==> src/rtl/pipe_pkg.sv <==
// Shared pipeline definitions for the five-stage RISC-V core.
// Provides the architectural width, the canonical NOP encoding, the
// fetch-stage state type and the IF/ID payload struct that decode
// consumes directly.
package pipe_pkg;

    localparam int unsigned XLEN = 32;

    // addi x0, x0, 0
    localparam logic [XLEN-1:0] NOP_INST = 32'h0000_0013;

    typedef enum logic {
        FETCH = 1'b0,
        DRAIN = 1'b1
    } fetch_state_e;

    typedef struct packed {
        logic            valid;
        logic [XLEN-1:0] inst;
        logic [XLEN-1:0] pc;
        logic [XLEN-1:0] pc4;
    } if_id_t;

    localparam if_id_t IF_ID_BUBBLE = '{
        valid: 1'b0,
        inst:  NOP_INST,
        pc:    '0,
        pc4:   '0
    };

endpackage : pipe_pkg

==> src/rtl/if_id_reg.sv <==
// IF/ID pipeline register.
// Ports:
//   clk, rst_n  - clock, asynchronous active-low reset (resets to a bubble)
//   hold        - keep the current contents
//   bubble      - load a bubble; takes priority over hold
//   d           - next IF/ID payload when neither hold nor bubble
//   q           - registered IF/ID payload
module if_id_reg
    import pipe_pkg::*;
(
    input  logic   clk,
    input  logic   rst_n,
    input  logic   hold,
    input  logic   bubble,
    input  if_id_t d,
    output if_id_t q
);

    always_ff @(posedge clk or negedge rst_n) begin
        if (!rst_n) begin
            q <= IF_ID_BUBBLE;
        end else if (bubble) begin
            q <= IF_ID_BUBBLE;
        end else if (!hold) begin
            q <= d;
        end
    end

endmodule : if_id_reg

==> src/rtl/if_stage.sv <==
// Instruction-fetch stage: owns the PC, drives the I-cache read port and
// fills the IF/ID register. Handles cache-miss stalls, decode load-use
// stalls and redirects, including redirects that arrive mid-miss (the
// target is parked in a pending register until the cache releases).
// Ports:
//   clk, rst_n               - clock, asynchronous active-low reset
//   icache_ren/wen/addr/wdata - I-cache request (write side tied off)
//   icache_stall, icache_rdata - I-cache response
//   hazard_stall             - freeze PC and IF/ID (load-use from decode)
//   redirect_valid/pc        - taken branch/jump target
//   if_id_*                  - IF/ID pipeline register outputs
module if_stage
    import pipe_pkg::*;
#(
    parameter bit              SWAP_BYTES = 1'b1,
    parameter logic [XLEN-1:0] RESET_PC   = 32'h0
) (
    input  logic            clk,
    input  logic            rst_n,
    output logic            icache_ren,
    output logic            icache_wen,
    output logic [29:0]     icache_addr,
    output logic [31:0]     icache_wdata,
    input  logic            icache_stall,
    input  logic [31:0]     icache_rdata,
    input  logic            hazard_stall,
    input  logic            redirect_valid,
    input  logic [31:0]     redirect_pc,
    output logic            if_id_valid,
    output logic [31:0]     if_id_inst,
    output logic [31:0]     if_id_pc,
    output logic [31:0]     if_id_pc4
);

    fetch_state_e    state;
    logic [XLEN-1:0] pc;
    logic [XLEN-1:0] pending;
    logic [XLEN-1:0] target;
    logic [XLEN-1:0] inst;
    logic            ifid_hold;
    logic            ifid_bubble;
    if_id_t          ifid_d;
    if_id_t          ifid_q;

    assign target       = {redirect_pc[31:2], 2'b00};
    assign icache_addr  = pc[31:2];
    assign icache_wen   = 1'b0;
    assign icache_wdata = '0;

    if (SWAP_BYTES) begin : g_swap
        assign inst = {icache_rdata[7:0], icache_rdata[15:8],
                       icache_rdata[23:16], icache_rdata[31:24]};
    end else begin : g_noswap
        assign inst = icache_rdata;
    end

    // PC, pending target and fetch FSM. While in DRAIN the cache still
    // holds the old address, so the PC must not move until the stall
    // clears; the latest redirect seen wins.
    always_ff @(posedge clk or negedge rst_n) begin
        if (!rst_n) begin
            state      <= FETCH;
            pc         <= RESET_PC;
            pending    <= '0;
            icache_ren <= 1'b0;
        end else begin
            icache_ren <= 1'b1;
            case (state)
                FETCH: begin
                    if (redirect_valid) begin
                        if (icache_stall) begin
                            pending <= target;
                            state   <= DRAIN;
                        end else begin
                            pc <= target;
                        end
                    end else if (!icache_stall && !hazard_stall) begin
                        pc <= pc + 32'd4;
                    end
                end
                DRAIN: begin
                    if (redirect_valid) begin
                        pending <= target;
                    end
                    if (!icache_stall) begin
                        pc    <= redirect_valid ? target : pending;
                        state <= FETCH;
                    end
                end
                default: state <= FETCH;
            endcase
        end
    end

    // IF/ID control. A miss with a concurrent load-use stall must keep the
    // instruction decode is waiting on, so hold wins over bubble there.
    always_comb begin
        ifid_hold   = 1'b0;
        ifid_bubble = 1'b0;
        if (state == DRAIN || redirect_valid) begin
            ifid_bubble = 1'b1;
        end else if (icache_stall) begin
            if (hazard_stall) ifid_hold = 1'b1;
            else              ifid_bubble = 1'b1;
        end else if (hazard_stall) begin
            ifid_hold = 1'b1;
        end
    end

    assign ifid_d = '{valid: 1'b1, inst: inst, pc: pc, pc4: pc + 32'd4};

    if_id_reg u_if_id_reg (
        .clk    (clk),
        .rst_n  (rst_n),
        .hold   (ifid_hold),
        .bubble (ifid_bubble),
        .d      (ifid_d),
        .q      (ifid_q)
    );

    assign if_id_valid = ifid_q.valid;
    assign if_id_inst  = ifid_q.inst;
    assign if_id_pc    = ifid_q.pc;
    assign if_id_pc4   = ifid_q.pc4;

endmodule : if_stage
==> config.mk <==
export PLATFORM = sky130hd
export DESIGN_NAME = if_stage
export DESIGN_NICKNAME = d
export VERILOG_FILES = /design/src/rtl/pipe_pkg.sv /design/src/rtl/if_id_reg.sv /design/src/rtl/if_stage.sv
export SDC_FILE = /design/constraint.sdc
export NUM_CORES = 1
export LEC_CHECK = 0
export CAP_MARGIN = 20
export CORE_ASPECT_RATIO = 0.5
export CORE_MARGIN = 1.5
export CORE_UTILIZATION = 45
export CTS_CLUSTER_DIAMETER = 100
export DETAILED_ROUTE_END_ITERATION = 8
export PLACE_DENSITY = 0.82
export SYNTH_ARGS = -nofsm -noshare
export SYNTH_HDL_FRONTEND = slang
export SYNTH_HIERARCHICAL = 1
export SYNTH_SLANG_ARGS = --single-unit
export TNS_END_PERCENT = 20
==> constraint.sdc <==
create_clock -name clk -period 4.6 [get_ports clk]
set_input_delay 1.15 -clock clk [delete_from_list [all_inputs] [get_ports clk]]
set_output_delay 1.15 -clock clk [all_outputs]
set_load 0.1 [all_outputs]
==> reports/qor.yml <==
run_status:
  outcome: "complete, but fails checks"
  failed_checks: "design-rule violations"
placement:
  place_congestion: 0.882
  port_buffers: 194
  dpl-instance-area_sq_um: 9990
  hpwl_mm: 14.8
detailed_routing:
  first_pass_iters: 7
  met2_length_mm: 10.1
  drtIter0Drc: 448
  drtAntennaViolNets: 0
  drcViolationCount: 15
  wire_per_inst_um: 18.0
  route.top_layer_used: "met4"
  drt_wl_total_mm: 21.0
  vias_per_cell: 5.39
  routed-via-count: 6310
  met3_length_mm: 1.33
  drt-met1-wl_mm: 9.21
timing:
  finalSetupViolCount: 0
  fin_setup_tns_ns: 0
  fin_crit_sh_pct: 74.5
  timing.slew.headroom_pct: 28.5
  layout_min_cycle_time_ns: 3.43
  fin_skew_ns: 0.0101
  hold_viol_final: 0
  rsz0062_at_grt: "false"
  max_freq_mhz: 292
  worstMarginPinSlew_ns: 1.07
  slew_violations: 0
yosys:
  ys_top_cells_by_area: "dfrtp_1 49%, mux2i_1 12%, buf_4 6.5%"
  synth_edf_count: 0
  syn-cell-area_sq_um: 8200
  syn_avg_cell_area_sq_um: 10.6
  syn_inst: 771
  async_flop_share_pct: 100
  synth_cell_type_count: 53
  synth_top_cell_area_share_pct: 48.8
  ys_seq_area_share_pct: 49.8
  synth_warnings: 6
  synth-seq-cells: 163
  synth-main-ff-cell: "dfrtp_1"
  yosysTopAreaCell: "dfrtp_1"
  netlist_top_cells_count: "160 x dfrtp_1, 127 x nor2_1, 96 x mux2i_1, 71 x buf_4, 38 x o21ai_0"
  yosysMostFrequentCell: "dfrtp_1"
setup_path:
  crit_chain: "clkdlybuf4s50_1"
  cp_num_buf_inv: 1
  worstPathMaxFanout: 11
  crit_family: "buffers and inverters"
  r2r_cells: 5
  path_class: "reg2out"
  end_kind: "output pin"
  cpMaxStageDelayCell: "clkdlybuf4s50_1"
  critPathLaunchType: "register"
  worstPathArrival_ns: 2.28
  cp.depth: 1
  max_stage_delay_ns: 1.24
  required_ns: 3.45
floorplanning:
  die_y_um: 98.4
  start_util_pct: 46.5
  fp.dieArea_sq_um: 19100
  core-area_sq_um: 17600
  rows: 34
  fp.dieW_um: 194
  ios: 230
cts:
  cts_max_level: 4
  cts_buffers: 17
  clk_pin_slew_ns: 0.06
  cts_setup_buffers: 0
  holdBufCountCts: 0
  clockBufferDepth: 2
  insertion_delay_ns: 0.42
  cts_tree: "built"
  cts.sinks: 163
  cts_root_buf: "clkbuf_16"
  cts_resized: 0
cells_and_area:
  fin_util_pct: 60.4
  drive_gt1_share_pct: 9.72
  area_growth_pct: 29.8
  design.final.nets: 993
  n_antenna_cell: 0
  stdcell_area_sq_um: 10600
global_route:
  antenna_found_initial: 0
  first_global_vias: 6195
  grt_use_total_pct: 22.3
  grt_pass1_wl_mm: 33.9
  grt_max_degree: 111
  grt_overflow: 0
power_and_ir_drop:
  power_mw: 4.87
  power_density_nw_per_um2: 457
  peakVddDrop_v: 0.000285
  p_leak_nw: 4.50
min_path:
  whs_path_depth: 1
  hold_class: "reg2reg"
job:
  maxCapViolCount: 0
==> layer usage <==
metal	GRT usage [%]	vias to the layer above
li1	-	2916
met1	30.1	3126
met2	36.1	234
met3	4.93	34
met4	7.57	0
met5	0	-
==> path summary, 6_finish.rpt <==
path / startpoint / end / slack, ns
max: pc[9] / icache_addr[7] / 1.17
min: pending[1] / pending[1] / 0.48
max reg2reg: state / u_if_id_reg/q[87] / 1.94
min reg2reg: pending[1] / pending[1] / 0.48
max in group asynchronous: rst_n / u_if_id_reg/q[82] / 3.02
min in group asynchronous: rst_n / pc[4] / 0.58
==> where the power goes <==
part	internal (mW)	switching, mW	total [mW]
sequential	1.57	0.171	1.74
clock	0.929	0.593	1.52
combinational	0.420	1.18	1.60
total	2.92	1.95	4.87
==> worst register-to-register path: stages (launching register included) <==
cell and delay, ns:
dfrtp_1 0.65, or2_2 0.69, nor2_4 0.20, buf_12 0.46, mux2i_1 0.46, nor2_1 0.07
==> sequential cells by signal, summed over array words and instances (netlist names) <==
name,flops
icache_ren,1
pc,32
pending,32
u_if_id_reg/q,97
state,1
==> cell type report <==
cell class | instances | area [sq um]
sequential | 163 | 4080
clock inverter | 11 | 178
timing repair buffer | 210 | 2120
multi-input combinational | 525 | 3500
fill | 1423 | 6970
clock buffer | 21 | 450
inverter | 6 | 22.5
tap | 234 | 293
==> logic make-up after synthesis <==
logic type | count (synthesis) | synth area share [%]
muxes | 126 | 15.8
AOI/OAI and AO/OA | 114 | 9.05
DFF | 163 | 49.8
buffers and inverters | 116 | 9.39
xor gates and xnor gates | 28 | 2.99
adders and majority gates | 1 | 0.153
other | 2 | 0.0916
and+or+nand+nor | 221 | 12.7
==> cell usage in the layout (no fill, tap or decap), drive strengths merged, types with 4 or more instances in the layout <==
cell type      synthesis  layout
buf                   82      17
clkdlybuf4s50          0     193
inv                    6       7
nand2                 22      22
nand3                 18      18
a22o                   9       9
xnor2                 16      16
o2bb2ai                8       8
o21ai                 40      40
mux2i                 96      96
clkbuf                28      21
nor2                 127     127
nor3                   8       8
conb                   2      35
mux2                  30      30
nor2b                  4       4
nand4                  8       8
bufinv                 0       4
xor2                  12      12
nor4                   6       6
a21oi                 21      21
and3                  13      13
dfrtp                160     160
a22oi                 10      10
a221oi                 6       6
==> per-stage QoR <==
stage | hold slack, ns | cells | worst slack, ns
floorplan | 0.445 | 804 | 1.96
global placement | 0.461 | 1137 | 0.900
detailed placement | 0.463 | 1137 | 0.886
CTS | 0.483 | 1169 | 1.18
global route | 0.501 | 1170 | 1.14
finish | 0.482 | 1170 | 1.17
Power figures use the tool's default switching activity.
